**src/rtl/sprite_bouncer_pkg.sv**
```systemverilog
// Shared screen geometry, coordinate/colour types and the colour stepping
// helper used by the bouncing-sprite motion stage.
package sprite_bouncer_pkg;

  localparam int H_ACTIVE = 640;
  localparam int V_ACTIVE = 480;
  localparam int SPRITE_W = 128;
  localparam int SPRITE_H = 128;

  typedef logic [9:0] coord_t;
  typedef logic [2:0] color_t;

  // Colour 0 would render the sprite black, so 7 wraps straight to 1.
  function automatic color_t nextColor(input color_t c);
    return (c == 3'd7) ? 3'd1 : c + 3'd1;
  endfunction

endpackage

```
**src/rtl/sprite_bouncer_axis.sv**
```systemverilog
// One axis of sprite motion: position, direction and the reflect/clamp rule.
// o_bounce is combinational and says whether the next update will reflect.
module bounce_axis
  import sprite_bouncer_pkg::*;
#(
  parameter int MAX  = 512,
  parameter int STEP = 1,
  parameter int INIT = 0
) (
  input  logic       clk,
  input  logic       rst,
  input  logic       i_update,
  output logic [9:0] o_pos,
  output logic       o_bounce
);

  coord_t      r_pos;
  logic        r_dirUp;
  logic [10:0] w_sumUp;
  logic        w_hitHigh;
  logic        w_hitLow;
  coord_t      w_nextPos;

  // The sum is one bit wider so a step past MAX is caught before it can wrap.
  assign w_sumUp   = {1'b0, r_pos} + 11'(STEP);
  assign w_hitHigh = r_dirUp && (w_sumUp >= 11'(MAX));
  assign w_hitLow  = !r_dirUp && (r_pos <= coord_t'(STEP));

  always_comb begin
    w_nextPos = r_pos;
    if (w_hitHigh) begin
      w_nextPos = coord_t'(MAX);
    end else if (w_hitLow) begin
      w_nextPos = '0;
    end else if (r_dirUp) begin
      w_nextPos = r_pos + coord_t'(STEP);
    end else begin
      w_nextPos = r_pos - coord_t'(STEP);
    end
  end

  always_ff @(posedge clk or posedge rst) begin
    if (rst) begin
      r_pos   <= coord_t'(INIT);
      r_dirUp <= 1'b1;
    end else if (i_update) begin
      r_pos <= w_nextPos;
      if (w_hitHigh) begin
        r_dirUp <= 1'b0;
      end else if (w_hitLow) begin
        r_dirUp <= 1'b1;
      end
    end
  end

  assign o_pos    = r_pos;
  assign o_bounce = w_hitHigh | w_hitLow;

endmodule

```
**src/rtl/sprite_bouncer.sv**
```systemverilog
// Bouncing-logo motion and addressing stage: moves the sprite once per frame
// and maps the beam position to sprite-local ROM coordinates one cycle later.
module sprite_bouncer
  import sprite_bouncer_pkg::*;
#(
  parameter int STEP   = 1,
  parameter int INIT_X = 0,
  parameter int INIT_Y = 0
) (
  input  logic       clk,
  input  logic       rst,
  input  logic       frame_tick,
  input  logic       pause,
  input  logic [9:0] hpos,
  input  logic [9:0] vpos,
  output logic [6:0] rom_x,
  output logic [6:0] rom_y,
  output logic       sprite_on,
  output logic [2:0] color,
  output logic       corner_hit
);

  localparam int X_MAX = H_ACTIVE - SPRITE_W;
  localparam int Y_MAX = V_ACTIVE - SPRITE_H;

  logic       w_update;
  coord_t     w_posX;
  coord_t     w_posY;
  logic       w_bounceX;
  logic       w_bounceY;
  coord_t     w_dx;
  coord_t     w_dy;
  logic       w_in;
  color_t     r_color;
  logic       r_cornerHit;
  logic [6:0] r_romX;
  logic [6:0] r_romY;
  logic       r_spriteOn;

  assign w_update = frame_tick & ~pause;

  bounce_axis #(.MAX(X_MAX), .STEP(STEP), .INIT(INIT_X)) u_axisX (
    .clk      (clk),
    .rst      (rst),
    .i_update (w_update),
    .o_pos    (w_posX),
    .o_bounce (w_bounceX)
  );

  bounce_axis #(.MAX(Y_MAX), .STEP(STEP), .INIT(INIT_Y)) u_axisY (
    .clk      (clk),
    .rst      (rst),
    .i_update (w_update),
    .o_pos    (w_posY),
    .o_bounce (w_bounceY)
  );

  // A corner bounces both axes at once but still advances colour only once.
  always_ff @(posedge clk or posedge rst) begin
    if (rst) begin
      r_color     <= 3'b111;
      r_cornerHit <= 1'b0;
    end else begin
      r_cornerHit <= w_update & w_bounceX & w_bounceY;
      if (w_update && (w_bounceX || w_bounceY)) begin
        r_color <= nextColor(r_color);
      end
    end
  end

  // Negative offsets wrap to large values and so fail the size test for free.
  assign w_dx = hpos - w_posX;
  assign w_dy = vpos - w_posY;
  assign w_in = (hpos < coord_t'(H_ACTIVE)) && (vpos < coord_t'(V_ACTIVE)) &&
                (w_dx < coord_t'(SPRITE_W)) && (w_dy < coord_t'(SPRITE_H));

  always_ff @(posedge clk or posedge rst) begin
    if (rst) begin
      r_romX     <= '0;
      r_romY     <= '0;
      r_spriteOn <= 1'b0;
    end else begin
      r_romX     <= w_dx[6:0];
      r_romY     <= w_dy[6:0];
      r_spriteOn <= w_in;
    end
  end

  assign rom_x      = r_romX;
  assign rom_y      = r_romY;
  assign sprite_on  = r_spriteOn;
  assign color      = r_color;
  assign corner_hit = r_cornerHit;

endmodule

```
**config.mk**
```make
export PLATFORM = sky130hd
export DESIGN_NAME = sprite_bouncer
export DESIGN_NICKNAME = d
export VERILOG_FILES = /design/src/rtl/sprite_bouncer_pkg.sv /design/src/rtl/sprite_bouncer_axis.sv /design/src/rtl/sprite_bouncer.sv
export SDC_FILE = /design/constraint.sdc
export NUM_CORES = 1
export LEC_CHECK = 0
export BUFFER_PORTS_ARGS = -buffer_cell sky130_fd_sc_hd__buf_2
export CAP_MARGIN = 10
export CORE_MARGIN = 2
export CORE_UTILIZATION = 53
export CTS_CLUSTER_DIAMETER = 200
export DETAILED_ROUTE_END_ITERATION = 10
export PLACE_DENSITY = 0.77
export SKIP_CTS_REPAIR_TIMING = 1
export SLEW_MARGIN = 15
export SYNTH_ARGS = -nofsm -noshare
export SYNTH_HDL_FRONTEND = slang
export SYNTH_HIERARCHICAL = 1
export SYNTH_SLANG_ARGS = --single-unit
```
**constraint.sdc**
```tcl
create_clock -name clk -period 2.2 [get_ports clk]
set_input_delay 0.44 -clock clk [delete_from_list [all_inputs] [get_ports clk]]
set_output_delay 0.44 -clock clk [all_outputs]
set_load 0.01 [all_outputs]
```
==> impl_results.md <==
- Vias: 3504
- Asr flop ratio synth: between 90% and 100%
- Cells along the critical path: inv_1 -> ha_1 -> nand2b_1 -> a21oi_2 -> o31a_1 -> or4b_1 -> a22o_1 -> nor4_2
- Routed WL per cell: 16.3 um
- Mapped Nets: 443
- Number of remaining DRC errors: 0
- Share of total power in sequential cells: 27.0%
- Mean number of vias per cell: 6.15
- Peak per-stage delay on the critical path: 460 ps
- Final std cell area, no fill: 0.00446 mm2
- Gpl congestion: 0.977
- Row count: 29
- Core area: between 0.006 and 0.007 mm2
- Crit path required time: 2400 ps
- Synthesis-to-layout area growth: 28.8%
- Router iterations before antenna repair: 6
- Avg Inst Size Synth: 8.85 um2
- Wire length of the first global-routing pass: 14700 um
- CTS clk-pin slew, worst paths: around 90 ps
- Category of the most critical setup path: reg2reg
- Antenna violation net count after detailed routing: 0
- RR Startpoint: u_axisY/o_pos[1]$_DFFE_PP0P_
- Post-placement cell area: 0.00417 mm2
- Final hold violation count: 0
- Crit start category: flip-flop
- Most frequent cell after synthesis: sky130_fd_sc_hd__inv_1
- Starting density of the core: 54.5%
- Number of sinks driven by the clock tree: 41
- Type of the worst min-delay path: in2async
- Insertion delay of the later-clocked pin in the worst-skew pair: 300 ps
- Leak: 1.92 nW
- TritonCTS clock tree: done
- Power per unit of standard cell area: 1110 mW/mm2
- Top area cells in the synthesized netlist: sky130_fd_sc_hd__dfrtp_1 (26%), sky130_fd_sc_hd__ha_1 (9.4%), sky130_fd_sc_hd__inv_1 (5.1%), sky130_fd_sc_hd__dfstp_2 (3.8%), sky130_fd_sc_hd__a21oi_1 (2.9%)
- Warning count from the yosys run: 6
- Synth top cells by count: sky130_fd_sc_hd__inv_1 (47), sky130_fd_sc_hd__dfrtp_1 (36), sky130_fd_sc_hd__ha_1 (26), sky130_fd_sc_hd__a21oi_1 (20)
- Worst setup slack after layout: -43.9 ps
- HPWL after detailed placement: 6540 um
- Sequential cell area fraction in the yosys report: 29.8%
- Number of enable flip-flop cells after synthesis: 0
- Cell count after placement: ~560
- Maximum clock insertion buffer count: 2
- Number of top-level design ports: 43
- Worst setup slack after placement: -212 ps
- Arrival time reported for the critical path endpoint: ~2500 ps
- RSZ-0062 raised after global routing: true
- Number of setup violations in the final report: 1
- Post-route insts no fill: 570
- Clock power frac: 11.4%
- Total gr overflow: 0
- Crit share post-route: 102%
- Fraction of synthesized cell area taken by the top area cell type: between 20% and 30%
- Net count, final: 544
- Slew of the pin with the lowest slew margin: 739 ps
- DIE WIDTH: 84.8 um
- Antenna fix cells: 0
- Final Slew Violations: 0
- Summed instance area of the synthesized netlist: between 0.003 and 0.004 mm2
- Gate power share: around three fifths
- Synth cell types: 74
- Critical Path Sink Type: flip-flop
- Internal power: 2.78 mW
- Worst setup slack for register-to-register paths: -40 ps
- Maximum level of the CTS H-tree: 2
- Number of input and output port buffers inserted: 42
- Antenna violations before repair: 0
- Share of layout cells above drive strength 1: 37.1%
- Area of the die: 0.00719 mm2
- Crit-path slowest cell: sky130_fd_sc_hd__or4b_1
- Worst voltage drop across the vdd grid: slightly below 0.8 mV
- Max capacitance violation total: 0
- Die span in y: 84.8 um
- Overall track demand over capacity in global routing: 24.8%
- Largest net degree at the start of global routing: 20
- Maximum clock frequency: roughly 450 MHz
- Worst-case clock skew: 10.3 ps
- Run status: finished with violations
- Vias in the first global route: ~3300
- Number of flip-flops and latches in the synthesized netlist: 41
- Critical register-to-register path endpoint: sprite_on$_DFF_PP0_
- Largest area contributor in the synthesized netlist: sky130_fd_sc_hd__dfrtp_1
- Net load switching power: 2.16 mW
- Net switching share of the total power: 43.8%
- Synthesized instance count: 391
- Post-Route WL: 9260 um
- Final core occ: 70.2%
- Reg2reg path depth: 8
- Library cell used as clock root buffer: sky130_fd_sc_hd__clkbuf_8
- Crit path max fanout: 7
- Drt first-iter violations: 257
- Violated checks: setup timing
- Number of CTS-inserted buffers: 5
- Slew Limit Headroom: 50.6%
- Layout filler cell count: 455
- Post-layout minimum cycle time: 2240 ps
- Worst setup path start: u_axisY/o_pos[1]$_DFFE_PP0P_
- Most used flip-flop cell after synthesis: sky130_fd_sc_hd__dfrtp_1
-- logic make-up after synthesis --
kind of cell / count (synthesis) / synth area share, %
AO/OA/AOI/OAI: 110 / 22.9
XOR/XNOR: 13 / 3.29
adder cells (fa/ha/maj): 28 / 10.6
buffers and inverters: 62 / 7.77
flip-flops: 41 / 29.8
multiplexers: 7 / 2.13
AND/OR/NAND/NOR: 130 / 23.5
-- critical path, delay by kind of cell, from the launching register on --
kind,cells,cell delay [ps]
AO/OA/AOI/OAI,3,550
flip-flops,1,440
adder cells (fa/ha/maj),1,270
AND/OR/NAND/NOR,3,830
buffers and inverters,1,60
-- metrics by stage --
| stage | total power, mW | TNS (ps) | hold slack (ps) |
|---|---|---|---|
| 3_5_place_dp | 4.06 | -308 | 486 |
| 5_1_grt | 5.28 | -238 | 187 |
| 3_3_place_gp | 3.96 | -172 | 489 |
| 4_1_cts | 4.63 | -346 | 169 |
| 2_1_floorplan | 3.13 | -67.2 | 292 |
| 6_report | 4.94 | -43.9 | 154 |
-- per-layer routing --
metal,share of wire (%),global-route usage [%],vias up,wire length [um]
met5,0,0,-,0
met3,7.4,4.18,19,684
met2,49,41.5,174,4500
met1,43,33.5,1654,3970
li1,-,-,1657,-
met4,1.1,6.49,0,105
-- worst max-delay path by stage --
stage | end | slack [ps] | cells after the start
after floorplan | color[1]$_DFFE_PP1P_ | -30 | 8
after global placement | sprite_on$_DFF_PP0_ | -160 | 11
after detailed placement | sprite_on$_DFF_PP0_ | -210 | 11
after CTS | sprite_on$_DFF_PP0_ | -120 | 9
after global routing | sprite_on$_DFF_PP0_ | -150 | 8
final | sprite_on$_DFF_PP0_ | -40 | 8
-- placed cells by master (no fill, tap or decap), types with 5 or more instances in the layout --
| master | synthesis | routed |
|---|---|---|
| sky130_fd_sc_hd__a21oi_1 | 20 | 17 |
| sky130_fd_sc_hd__a41oi_1 | 11 | 10 |
| sky130_fd_sc_hd__buf_2 | 5 | 42 |
| sky130_fd_sc_hd__buf_4 | 2 | 66 |
| sky130_fd_sc_hd__clkbuf_8 | 0 | 7 |
| sky130_fd_sc_hd__dfrtp_1 | 36 | 31 |
| sky130_fd_sc_hd__dfrtp_2 | 0 | 5 |
| sky130_fd_sc_hd__dfstp_2 | 5 | 5 |
| sky130_fd_sc_hd__ha_1 | 26 | 20 |
| sky130_fd_sc_hd__inv_1 | 47 | 44 |
| sky130_fd_sc_hd__nand2_1 | 19 | 19 |
| sky130_fd_sc_hd__nand3_1 | 15 | 13 |
| sky130_fd_sc_hd__nand4_1 | 13 | 13 |
| sky130_fd_sc_hd__nor2_1 | 19 | 18 |
| sky130_fd_sc_hd__nor3_1 | 5 | 5 |
| sky130_fd_sc_hd__o21ai_0 | 17 | 16 |
| sky130_fd_sc_hd__o21ai_1 | 7 | 8 |
| sky130_fd_sc_hd__o22ai_1 | 8 | 7 |
| sky130_fd_sc_hd__o31ai_1 | 7 | 7 |
| sky130_fd_sc_hd__or3_1 | 10 | 8 |
| sky130_fd_sc_hd__or4_1 | 6 | 5 |
| sky130_fd_sc_hd__xnor2_1 | 11 | 11 |
-- cell type report --
class | count | area (um2) | area share [%]
Clock buffer | 7 | 96.3 | 2.16
Clock inverter | 1 | 5.00 | 0.112
Inverter | 47 | 176 | 3.96
Multi-Input combinational cell | 288 | 2330 | 52.2
Sequential cell | 41 | 1040 | 23.3
Tap cell | 77 | 96.3 | 2.16
Timing Repair Buffer | 109 | 717 | 16.1
-- registers in the layout (all words and copies together), names as in the netlist --
name             flops
sprite_on            1
u_axisX/r_dirUp      1
color                3
rom_x                7
u_axisY/o_pos       10
corner_hit           1
u_axisX/o_pos       10
u_axisY/r_dirUp      1
rom_y                7
-- power by group through the flow --
stage	sequential, mW	combinational (mW)	clock [mW]
3_5_place_dp	1.33	2.73	0
2_1_floorplan	1.37	1.76	0
3_3_place_gp	1.32	2.64	0
4_1_cts	1.32	2.75	0.569
6_report	1.34	3.04	0.566
5_1_grt	1.37	3.31	0.595
(Power assumes the default switching activity.)
